<file path="src/rtl/stage_mem_pkg.sv">
// Shared types for the memory stage: FSM states, access size encoding,
// the mem-to-wb payload, and small address/strobe helpers.
package stage_mem_pkg;

  typedef enum logic [2:0] {
    ST_IDLE  = 3'd0,
    ST_REQ   = 3'd1,
    ST_WAIT  = 3'd2,
    ST_DONE  = 3'd3,
    ST_DRAIN = 3'd4
  } mem_state_e;

  typedef enum logic [1:0] {
    SZ_B = 2'd0,
    SZ_H = 2'd1,
    SZ_W = 2'd2,
    SZ_D = 2'd3
  } mem_size_e;

  typedef struct packed {
    logic [63:0] result;
    logic [63:0] readdata;
  } mem_wb_t;

  function automatic logic is_misaligned(input logic [2:0] off, input logic [1:0] size);
    logic mis;
    case (mem_size_e'(size))
      SZ_B:    mis = 1'b0;
      SZ_H:    mis = off[0];
      SZ_W:    mis = |off[1:0];
      SZ_D:    mis = |off;
      default: mis = 1'b0;
    endcase
    return mis;
  endfunction

  // Byte-lane mask of 2^size ones placed at the access offset.
  function automatic logic [7:0] strb_mask(input logic [2:0] off, input logic [1:0] size);
    logic [7:0] base;
    case (mem_size_e'(size))
      SZ_B:    base = 8'h01;
      SZ_H:    base = 8'h03;
      SZ_W:    base = 8'h0F;
      SZ_D:    base = 8'hFF;
      default: base = 8'h00;
    endcase
    return base << off;
  endfunction

endpackage

</file>
<file path="src/rtl/stage_mem_load_align.sv">
// Load data extraction: shifts the bus word down to the access offset,
// keeps the access width and sign- or zero-extends to 64 bits.
module load_align
  import stage_mem_pkg::*;
(
  input  logic [63:0] rdata_i,
  input  logic [2:0]  offset_i,
  input  logic [1:0]  size_i,
  input  logic        unsigned_i,
  output logic [63:0] result_o
);

  logic [63:0] shifted_s;

  assign shifted_s = rdata_i >> {offset_i, 3'b000};

  // Width select and extension; doublewords ignore the unsigned flag.
  always_comb begin
    result_o = 64'd0;
    case (mem_size_e'(size_i))
      SZ_B:    result_o = {{56{~unsigned_i & shifted_s[7]}},  shifted_s[7:0]};
      SZ_H:    result_o = {{48{~unsigned_i & shifted_s[15]}}, shifted_s[15:0]};
      SZ_W:    result_o = {{32{~unsigned_i & shifted_s[31]}}, shifted_s[31:0]};
      SZ_D:    result_o = shifted_s;
      default: result_o = shifted_s;
    endcase
  end

endmodule

</file>
<file path="src/rtl/stage_mem.sv">
// Pipeline memory stage: issues one data-bus request per aligned load/store,
// waits for its response and hands aligned load data to writeback.
module stage_mem
  import stage_mem_pkg::*;
(
  input  logic        clk,
  input  logic        rst,
  input  logic        mem_flush,
  input  logic        mem_valid,
  input  logic        mem_read,
  input  logic        mem_write,
  input  logic [1:0]  mem_size,
  input  logic        mem_unsigned,
  input  logic [63:0] exe_result,
  input  logic [63:0] exe_rs2,
  output logic        mem_ready,
  output logic        mem_misalign,
  output logic [63:0] wb_result,
  output logic [63:0] wb_readdata,
  output logic        dbus_req_valid,
  input  logic        dbus_req_ready,
  output logic [63:0] dbus_addr,
  output logic        dbus_we,
  output logic [7:0]  dbus_wstrb,
  output logic [63:0] dbus_wdata,
  input  logic        dbus_resp_valid,
  input  logic [63:0] dbus_rdata
);

  mem_state_e  state_q, state_d;
  logic        req_valid_q;
  logic [63:0] addr_q;
  logic [63:0] wdata_q;
  logic [63:0] rdata_q;
  logic [1:0]  size_q;
  logic        uns_q;
  logic        we_q;

  logic        access_s;
  logic        misalign_s;
  logic        start_s;
  logic        capture_s;
  logic [63:0] load_data_s;
  mem_wb_t     wb_s;

  assign access_s   = mem_valid & (mem_read | mem_write);
  assign misalign_s = access_s & is_misaligned(exe_result[2:0], mem_size);
  assign start_s    = (state_q == ST_IDLE) & access_s & ~misalign_s & ~mem_flush;
  // A response that coincides with a flush is dropped, never captured.
  assign capture_s  = (state_q == ST_WAIT) & dbus_resp_valid & ~mem_flush;

  // Next-state and retire decode.
  always_comb begin
    state_d   = state_q;
    mem_ready = 1'b0;
    case (state_q)
      ST_IDLE: begin
        mem_ready = ~start_s;
        if (start_s) begin
          state_d = ST_REQ;
        end else begin
          state_d = ST_IDLE;
        end
      end
      ST_REQ: begin
        if (dbus_req_ready) begin
          state_d = mem_flush ? ST_DRAIN : ST_WAIT;
        end else if (mem_flush) begin
          state_d = ST_IDLE;
        end else begin
          state_d = ST_REQ;
        end
      end
      ST_WAIT: begin
        if (dbus_resp_valid) begin
          state_d = mem_flush ? ST_IDLE : ST_DONE;
        end else if (mem_flush) begin
          state_d = ST_DRAIN;
        end else begin
          state_d = ST_WAIT;
        end
      end
      ST_DONE: begin
        mem_ready = 1'b1;
        state_d   = ST_IDLE;
      end
      ST_DRAIN: begin
        if (dbus_resp_valid) begin
          state_d = ST_IDLE;
        end else begin
          state_d = ST_DRAIN;
        end
      end
      default: begin
        state_d = ST_IDLE;
      end
    endcase
  end

  // State, request flag, latched access controls and captured response.
  always_ff @(posedge clk) begin
    if (rst) begin
      state_q     <= ST_IDLE;
      req_valid_q <= 1'b0;
      addr_q      <= 64'd0;
      wdata_q     <= 64'd0;
      rdata_q     <= 64'd0;
      size_q      <= 2'd0;
      uns_q       <= 1'b0;
      we_q        <= 1'b0;
    end else begin
      state_q     <= state_d;
      req_valid_q <= (state_d == ST_REQ);
      if (start_s) begin
        addr_q  <= exe_result;
        wdata_q <= exe_rs2;
        size_q  <= mem_size;
        uns_q   <= mem_unsigned;
        we_q    <= mem_write;
      end
      if (capture_s) begin
        rdata_q <= dbus_rdata;
      end
    end
  end

  // Bus fields come only from the latched copies so they stay stable in REQ.
  assign dbus_req_valid = req_valid_q;
  assign dbus_addr      = {addr_q[63:3], 3'b000};
  assign dbus_we        = we_q;
  assign dbus_wstrb     = strb_mask(addr_q[2:0], size_q);
  assign dbus_wdata     = wdata_q << {addr_q[2:0], 3'b000};

  assign mem_misalign   = (state_q == ST_IDLE) & misalign_s;

  load_align u_load_align (
    .rdata_i    (rdata_q),
    .offset_i   (addr_q[2:0]),
    .size_i     (size_q),
    .unsigned_i (uns_q),
    .result_o   (load_data_s)
  );

  assign wb_s.result   = exe_result;
  assign wb_s.readdata = ((state_q == ST_DONE) && !we_q) ? load_data_s : 64'd0;

  assign wb_result   = wb_s.result;
  assign wb_readdata = wb_s.readdata;

endmodule

</file>
<file path="config.mk">
export PLATFORM = sky130hd
export DESIGN_NAME = stage_mem
export DESIGN_NICKNAME = d
export VERILOG_FILES = /design/src/rtl/stage_mem_pkg.sv /design/src/rtl/stage_mem_load_align.sv /design/src/rtl/stage_mem.sv
export SDC_FILE = /design/constraint.sdc
export NUM_CORES = 1
export LEC_CHECK = 0
export CORE_AREA = 5 5 178 180
export CTS_CLUSTER_DIAMETER = 60
export DETAILED_ROUTE_END_ITERATION = 10
export DIE_AREA = 0 0 183 185
export PLACE_DENSITY = 0.81
export SLEW_MARGIN = 20
export SYNTH_ARGS = -nofsm -noshare
export SYNTH_HDL_FRONTEND = slang
export SYNTH_SLANG_ARGS = --single-unit
</file>
<file path="constraint.sdc">
create_clock -name clk -period 5.1 [get_ports clk]
set_clock_uncertainty 0.2 [all_clocks]
set_input_delay 1.02 -clock clk [delete_from_list [all_inputs] [get_ports clk]]
set_output_delay 1.02 -clock clk [all_outputs]
set_load 0.005 [all_outputs]
</file>
After elaboration in Yosys (flattened, before gate mapping). Index checks and enable logic that the tools add are counted.

Muxes and demuxes: 13. Reductions and logical operators: 7. Bitwise logic cells: 16. Shift operators: 3. Eq/ne operators: 11.

Operator list (number): $pmux 64 s4 (1); $mux 64 (1); $shl 64x6->64 (1); $shr 64x6->64 (1); $pmux 8 s4 (1); $mux 3 (4); $pmux 3 s4 (1); $and 1x1->1 (11); $eq 2x2->1 const B (4); $shl 8x3->8 (1); $eq 3x1->1 const B (2); $eq 3x2->1 const B (2); $eq 2x1->1 const B (2); $logic_not 2->1 (2); $not 1->1 (4); $pmux 1 s4 (1); $eq 3x3->1 const B (1); $logic_not 3->1 (1); $reduce_or 3->1 (1); $mux 1 (2); $mux 2 (1); $pmux 1 s2 (1); $reduce_or 2->1 (1); $logic_and 1x1->1 (1); 2 further kinds (2).

Register bits after elaboration: 200. Bits of input ports: 203. Output and inout bits: 268. Word-level logic and storage cells: 58.

Depth between registers and ports, before layout. Gate-level depths: netlist (run 1).

Depth after elaboration: 9. Mapped depth: 8. Mapped depth without buffers: 4.

Hierarchy. From an unflattened synthesis (run 1), not the netlist that was laid out.

Cells, all modules: 1650. Area, all modules: 14204.9 µm².

Modules (own cells, without submodules): stage_mem (area each 11661.2 µm², cells an instance 1392, instances 1); load_align (area each 2543.7 µm², cells an instance 258, instances 1).

Worst setup path before layout (run 1). OpenSTA, ideal clock, no wires.

Kind: input port to output port. Start point: input port mem_valid. End point: output port mem_ready. Setup slack: 1727 ps. Data arrival time: 2153 ps. Stages on the path: 7. Path buffers: 3. Cell sequence: nor4b_2 -> or3b_1 -> buf_2 -> buf_6 -> buf_6 -> o21ai_1 -> a21oi_1.

Cells in the longest elaborated chain, start to end: 7. Elaborated cells between the ends (all ways): 8. Those cells by class: 1 x mux; 7 x bitwise.

Ends and longest elaborated chain: start, declared (line stage_mem.sv:9) `input logic mem_valid,`; $and 1x1->1 * (line stage_mem.sv:46) `assign access_s = mem_valid & (mem_read | mem_write);`; $and 1x1->1 (line stage_mem.sv:47) `assign misalign_s = access_s & is_misaligned(exe_result[2:0], mem_size);`; $not 1->1 (line stage_mem.sv:48) `assign start_s = (state_q == ST_IDLE) & access_s & ~misalign_s & ~mem_flush;`; $and 1x1->1 * (2 in series) (line stage_mem.sv:48); $not 1->1 * (line stage_mem.sv:58) `mem_ready = ~start_s;`; $pmux 1 s2 * (line stage_mem.sv:56) `case (state_q)`; end, declared (line stage_mem.sv:16) `output logic mem_ready,`.

Mark *: on every way between the ends. The rest lies on a longest branch, timed or not.

Worst setup path in the final report (run 1).
Start point: register addr_q[1]. End point: output port wb_readdata[21].

Cells in the longest elaborated chain, start to end: 4. Elaborated cells between the ends (all ways): 5. Those cells by class: 1 x shift; 2 x mux; 2 x bitwise.

Ends and longest elaborated chain: start, declared (line stage_mem.sv:32) `logic [63:0] addr_q;`; start signal, assigned (line stage_mem.sv:115) `addr_q <= exe_result;`; $shr 64x6->64 * (line stage_mem_load_align.sv:15) `assign shifted_s = rdata_i >> {offset_i, 3'b000};`; $and 1x1->1 (on tied branches) (line stage_mem_load_align.sv:22, stage_mem_load_align.sv:21); $pmux 64 s4 * (line stage_mem_load_align.sv:20) `case (mem_size_e'(size_i))`; $mux 64 * (line stage_mem.sv:145) `assign wb_s.readdata = ((state_q == ST_DONE) && !we_q) ? load_data_s : 64'd0;`; end, declared (line stage_mem.sv:19) `output logic [63:0] wb_readdata,`.

Mark *: on every way between the ends. The rest lies on a longest branch, timed or not. The select of a mux whose other input is x is not followed.

==> flow_metrics.py, run 1 <==
metrics = {
    "global_routing": {
        "antenna_found_initial": 10,
        "grt_pass1_vias": 12800,
        "grt_max_degree": 132,
        "gr-total-overflow": 0,
        "track_usage": 0.280,
        "grt_pass1_wl_um": 75700,
    },
    "timing": {
        "hold_ws_ns": 0.267,
        "fin_crit_sh": 0.909,
        "finalSetupTns_ns": 0,
        "rsz0062_at_grt": "false",
        "slew_headroom": 0.293,
        "hold_violations": 0,
        "setup_viol": 0,
        "slew_viol_final": 0,
        "fin_crit_ns": 4.64,
        "fmax_mhz": 216,
        "worst_pin_slew_ns": 1.06,
    },
    "worst_hold_path": {
        "hold_depth": 2,
        "hold_path_class": "flip-flop to flip-flop",
    },
    "cells_and_area": {
        "multi_input_area_um2": 7030,
        "layout-area-overhead-vs-synth_pct": 34.2,
        "fin_util": 0.569,
        "fin_nets": 2081,
        "fill_cells": 2740,
        "design_area_um2": 17100,
        "layout.area.seq_um2": 4020,
        "layout.cells.non_filler": 2296,
        "layout-drive-gt1-share": 0.0693,
    },
    "placement": {
        "place_area_um2": 16400,
        "dp.cells": 2255,
        "portBuffers": 467,
        "hpwlAfterDp_um": 36400,
        "routabilityCongestion": 0.991,
    },
    "pwr": {
        "power_switching_mw": 1.09,
        "internal-power_mw": 2.63,
        "comb_power_share": 0.167,
        "power.density_nw_per_um2": 218,
        "seq_power_share": 0.437,
        "swShare": 0.293,
        "vdd_drop_max_uv": 183,
        "pwr-share-clk": 0.396,
        "p_leak_nw": 5.35,
    },
    "synth": {
        "yosys_most_used_dff": "dfxtp_1",
        "syn_area_um2": 12700,
        "syn_area_per_cell_um2": 7.67,
        "synth.largest_area_cell": "dfxtp_1",
        "ys_ff_latch": 200,
        "synthTopCellsByArea": "dfxtp_1, mux2i_1, a21oi_1, buf_4, o21ai_0",
        "seq_area_frac_synth": 0.314,
        "synth.top_cell.area_share": 0.314,
        "synth_edf_count": 0,
        "yosys_warnings": 0,
        "async_reset_ff_frac": 0,
        "synth_cell_types": 49,
        "synthCells": 1661,
    },
    "setup_path": {
        "worst_setup_path_end_kind": "output port",
        "required_ns": 3.88,
        "worstPathArrival_ns": 3.42,
        "crit_type": "flip-flop to output port",
        "rr_worst_depth": 6,
        "start_kind": "flip-flop",
        "crit_path_max_fanout": 40,
    },
    "clock_network": {
        "cts-buffers-inserted": 17,
        "clk_latency_ns": 0.44,
        "h-tree-depth": 4,
        "postCtsHoldBufs": 0,
        "tritoncts": "built",
        "cts.sinks": 200,
        "ctsResizeCount": 0,
        "ctsRootBufferMaster": "clkbuf_16",
        "path_clk_slew_ns": 0.08,
        "clock_path_buffers": 2,
        "post_cts_buffers": 0,
    },
    "die": {
        "die_x_um": 183,
        "die-area_um2": 33900,
        "die_h_um": 185,
        "io_pins": 471,
        "core_region_area_um2": 30000,
        "rows": 64,
        "start_util": 0.424,
    },
    "routing": {
        "drt-total-wl_um": 50500,
        "vias_per_cell": 5.88,
        "drc": 0,
        "drt_pre_antenna_iters": 6,
        "via_count": 13500,
        "wl_per_cell_um": 22.0,
        "drt_iter0_drc": 1483,
        "route.antenna.remaining_nets": 0,
    },
    "status": {
        "status": "complete, no violations",
    },
    "flow_run": {
        "max_cap_viol_count": 0,
    },
}
[metrics by stage]
| step | setup slack [ns] | total power, mW |
|---|---|---|
| 3_3_place_gp | 0.836 | 2.27 |
| 6_report | 0.465 | 3.72 |
| 2_1_floorplan | 1.73 | 1.96 |
| 4_1_cts | 0.394 | 3.73 |
| 5_1_grt | 0.255 | 3.84 |
| 3_5_place_dp | 0.865 | 2.28 |
[synthesized netlist by cell type, types with 2 or more instances]
library cell,number
a22oi_1,2
o211ai_1,9
nand3b_1,3
or2_2,3
a31oi_2,10
nand4_1,2
o22ai_1,24
nor2b_1,8
buf_4,135
a21oi_1,268
nand3_1,134
mux4_2,13
clkbuf_1,93
buf_6,11
nor2_1,89
buf_1,11
o22a_1,2
buf_2,46
dfxtp_1,200
a31oi_1,23
mux2_2,34
inv_1,4
nand2b_1,4
and2_1,10
nand2_1,179
mux2i_1,140
o21ai_0,143
o2bb2ai_1,16
o21ai_1,21
a211oi_1,5
[routing by layer]
layer  up-vias  part of all wire  track usage  routed length [um]
met5         -           0.00065            0                  33
met4         4             0.043        0.114                2150
met3       104             0.094       0.0689                4730
met2       755              0.45        0.432               22800
met1      6446              0.41        0.377               20800
li1       6191                 -            -                   -
[path summary, 6_finish.rpt]
| path | endpoint | start | slack (ns) |
|---|---|---|---|
| min | rdata_q[3]$_SDFFE_PP0P_ | rdata_q[3]$_SDFFE_PP0P_ | 0.27 |
| min reg2reg | rdata_q[3]$_SDFFE_PP0P_ | rdata_q[3]$_SDFFE_PP0P_ | 0.27 |
| max reg2reg | wdata_q[42]$_SDFFE_PP0P_ | state_q[1]$_SDFF_PP0_ | 2.24 |
| max | wb_readdata[21] | addr_q[1]$_SDFFE_PP0P_ | 0.46 |
[flip-flops by register name (all words and copies together) (netlist names)]
signal,flops
addr_q,64
rdata_q,64
wdata_q,64
state_q,3
size_q,2
dbus_req_valid,1
dbus_we,1
uns_q,1
[critical path: stages (launching register included)]
cell and delay, ns:
dfxtp_4 0.69, mux2i_1 0.33, a22oi_1 0.21, a31oi_4 0.76, buf_4 0.38, a21oi_1 0.11
clkdlybuf4s50_1 0.50
[cell usage in the layout, fill, tap and decap left out, types with 3 or more instances in the layout]
master and count:
a211oi_1 5, a21oi_1 268, a31oi_1 22, a31oi_2 10
and2_1 10, buf_4 23, clkbuf_16 17, clkdlybuf4s50_1 466
clkinv_8 5, conb_1 3, dfxtp_1 197, dfxtp_4 3
diode_2 9, inv_1 4, inv_6 3, inv_8 3
mux2_2 34, mux2i_1 140, mux4_2 13, nand2_1 179
nand2b_1 4, nand3_1 133, nand3b_1 3, nor2_1 89
nor2b_1 8, o211ai_1 9, o21ai_0 143, o21ai_1 20
o22ai_1 24, o2bb2ai_1 16, or2_2 3
[logic make-up (layout without fill, tap and decap cells)]
| kind of cell | Yosys count | in the layout | share of synthesized area |
|---|---|---|---|
| compound gates | 531 | 531 | 0.230 |
| buf+inv | 301 | 529 | 0.139 |
| flops | 200 | 200 | 0.314 |
| mux | 187 | 187 | 0.163 |
| other cells | 1 | 12 | 0.000294 |
| simple gates | 441 | 441 | 0.153 |
[power by group through the flow]
stage | Combinational [mW] | Sequential [mW] | Clock (mW)
4_1_cts | 0.619 | 1.62 | 1.49
6_report | 0.622 | 1.63 | 1.47
2_1_floorplan | 0.316 | 1.64 | 0
5_1_grt | 0.662 | 1.63 | 1.54
3_3_place_gp | 0.610 | 1.66 | 0
3_5_place_dp | 0.615 | 1.66 | 0
[final cells by class]
cell class                 instances  area share
multi-input combinational       1162       0.411
timing repair buffer             492       0.286
sequential                       200       0.235
tap                              396      0.0290
clock buffer                      17      0.0249
clock inverter                    15      0.0118
antenna                            9     0.00132
inverter                           5     0.00110
Power figures use the tool's default switching activity.
==> run 2: changes to the inputs <==
Clock period 5.1 ns to 4.81 ns, I/O delays scaled along.
==> run 2 against run 1 <==
- worst setup slack got worse by 0.34 ns
- critical path depth stayed put
- count of clock-buffer cells in the layout did not move
- final area grew 0.17%
- first-iteration DRC count shrank 7.5%
- flip-flop and latch count stayed put
- critical endpoint is now wb_readdata[34]
- largest power group unchanged
- highest routed layer unchanged
==> flow_metrics.py, run 2 (synthesis gave the netlist of run 1 again) <==
metrics = {
    "timing": {
        "slew_viol_final": 0,
        "fmax_mhz": 214,
        "rsz0062_at_grt": "false",
        "finalSetupTns_ns": 0,
        "setup_viol": 0,
        "hold_ws_ns": 0.263,
        "slew_headroom": 0.251,
        "hold_violations": 0,
        "worst_pin_slew_ns": 1.12,
        "fin_crit_sh": 0.974,
        "fin_crit_ns": 4.68,
    },
    "clock_network": {
        "clock_path_buffers": 2,
        "path_clk_slew_ns": 0.09,
        "post_cts_buffers": 0,
        "tritoncts": "built",
        "clk_latency_ns": 0.44,
        "postCtsHoldBufs": 0,
        "cts.sinks": 200,
        "cts-buffers-inserted": 17,
        "ctsResizeCount": 0,
        "h-tree-depth": 4,
        "ctsRootBufferMaster": "clkbuf_16",
    },
    "setup_path": {
        "rr_endpoint": "wdata_q[53]$_SDFFE_PP0P_",
        "worstPathArrival_ns": 3.52,
        "r2r_setup_slack_ns": 2.08,
        "critical-path-max-stage-delay_ns": 0.76,
        "cp_cell_sequence": "nor2b_1, a22oi_1, a31oi_4, buf_4, a31oi_1, clkdlybuf4s50_1",
        "required_ns": 3.65,
        "worst_setup_path_end_kind": "output port",
        "cpMaxStageDelayCell": "a31oi_4",
        "start_kind": "flip-flop",
        "path_delay_family": "compound AO/OA/AOI/OAI gates",
        "crit_type": "flip-flop to output port",
        "crit_buf_inv": 2,
        "rr_worst_depth": 5,
        "timing.rr.start": "state_q[1]$_SDFF_PP0_",
        "crit_path_max_fanout": 31,
    },
    "pwr": {
        "comb_power_share": 0.171,
        "seq_power_share": 0.443,
        "power_switching_mw": 1.15,
        "p_leak_nw": 5.38,
        "pwr-share-clk": 0.386,
        "swShare": 0.295,
        "power.density_nw_per_um2": 227,
        "internal-power_mw": 2.74,
        "vdd_drop_max_uv": 190,
    },
    "cells_and_area": {
        "fin_nets": 2089,
        "mostFrequentLayoutCell": "clkdlybuf4s50_1",
        "layout-drive-gt1-share": 0.0732,
        "layout.cells.non_filler": 2299,
        "layout_common_cells": "clkdlybuf4s50_1, a21oi_1, dfxtp_1",
        "layout-area-overhead-vs-synth_pct": 34.4,
        "fin_util": 0.570,
        "reg_top3": "addr_q (64), rdata_q (64), wdata_q (64)",
    },
    "die": {
        "io_pins": 471,
        "core_region_area_um2": 30000,
        "die_x_um": 183,
        "rows": 64,
        "die-area_um2": 33900,
        "start_util": 0.424,
        "die_h_um": 185,
    },
    "routing": {
        "route.antenna.remaining_nets": 0,
        "via_count": 13300,
        "drt_iter0_drc": 1372,
        "wl_per_cell_um": 21.7,
        "vias_per_cell": 5.80,
        "drt_pre_antenna_iters": 5,
        "drc": 0,
        "drt-total-wl_um": 49900,
    },
    "placement": {
        "routabilityCongestion": 0.959,
        "dp.cells": 2263,
        "hpwlAfterDp_um": 36200,
        "portBuffers": 467,
    },
    "worst_hold_path": {
        "min_from": "rdata_q[4]$_SDFFE_PP0P_",
        "whs_endpoint": "rdata_q[4]$_SDFFE_PP0P_",
        "hold_depth": 2,
        "hold_path_class": "flip-flop to flip-flop",
    },
    "global_routing": {
        "grt_pass1_wl_um": 75300,
        "track_usage": 0.279,
        "antenna_found_initial": 6,
        "grt_pass1_vias": 12800,
        "gr-total-overflow": 0,
        "grt_max_degree": 130,
    },
    "flow_run": {
        "max_cap_viol_count": 0,
    },
    "status": {
        "status": "complete, no violations",
    },
}
==> run 2: worst reg2reg max path: stages (launching register included) <==
cell and delay (ns):
dfxtp_1 0.59, nor4b_2 0.13, or3b_4 0.41, buf_4 0.84, o21ai_0 0.30, a21oi_1 0.17
==> run 2: power by group through the flow <==
stage | Combinational [mW] | Sequential, mW | Clock (mW)
after floorplan | 0.335 | 1.74 | 0
after global placement | 0.651 | 1.76 | 0
after detailed placement | 0.657 | 1.76 | 0
after CTS | 0.661 | 1.72 | 1.53
after global routing | 0.706 | 1.73 | 1.59
final | 0.663 | 1.72 | 1.50
==> run 2: area by class of cell <==
type	instances	area, um^2
Timing Repair Buffer	500	4950
Multi-Input combinational cell	1162	7030
Inverter	5	18.8
Tap cell	396	495
Fill cell	2729	12900
Clock inverter	15	186
Antenna cell	4	10.0
Sequential cell	200	4020
Clock buffer	17	425
==> run 2: worst max-delay path by stage <==
stage | start | end | slack (ns) | cells after the start
after global routing | addr_q[0]$_SDFFE_PP0P_ | wb_readdata[34] | 0.03 | 6
final | addr_q[0]$_SDFFE_PP0P_ | wb_readdata[34] | 0.13 | 6
after global placement | mem_valid | mem_ready | 0.67 | 6
after detailed placement | mem_valid | mem_ready | 0.65 | 6
after floorplan | mem_valid | mem_ready | 1.55 | 7
after CTS | addr_q[0]$_SDFFE_PP0P_ | wb_readdata[28] | 0.16 | 6
==> run 2: per-layer routing <==
| metal | GRT usage | share of wire |
|---|---|---|
| met5 | 0 | 0.00042 |
| met4 | 0.114 | 0.041 |
| met3 | 0.0652 | 0.090 |
| met2 | 0.430 | 0.45 |
| met1 | 0.378 | 0.41 |
==> run 2: metrics by stage <==
stage	worst slack [ns]	power (mW)	instance area, um^2
after CTS	0.160	3.91	17100
after floorplan	1.55	2.08	12700
after detailed placement	0.648	2.42	16500
final	0.126	3.89	17100
after global routing	0.0299	4.03	17100
after global placement	0.665	2.41	16500
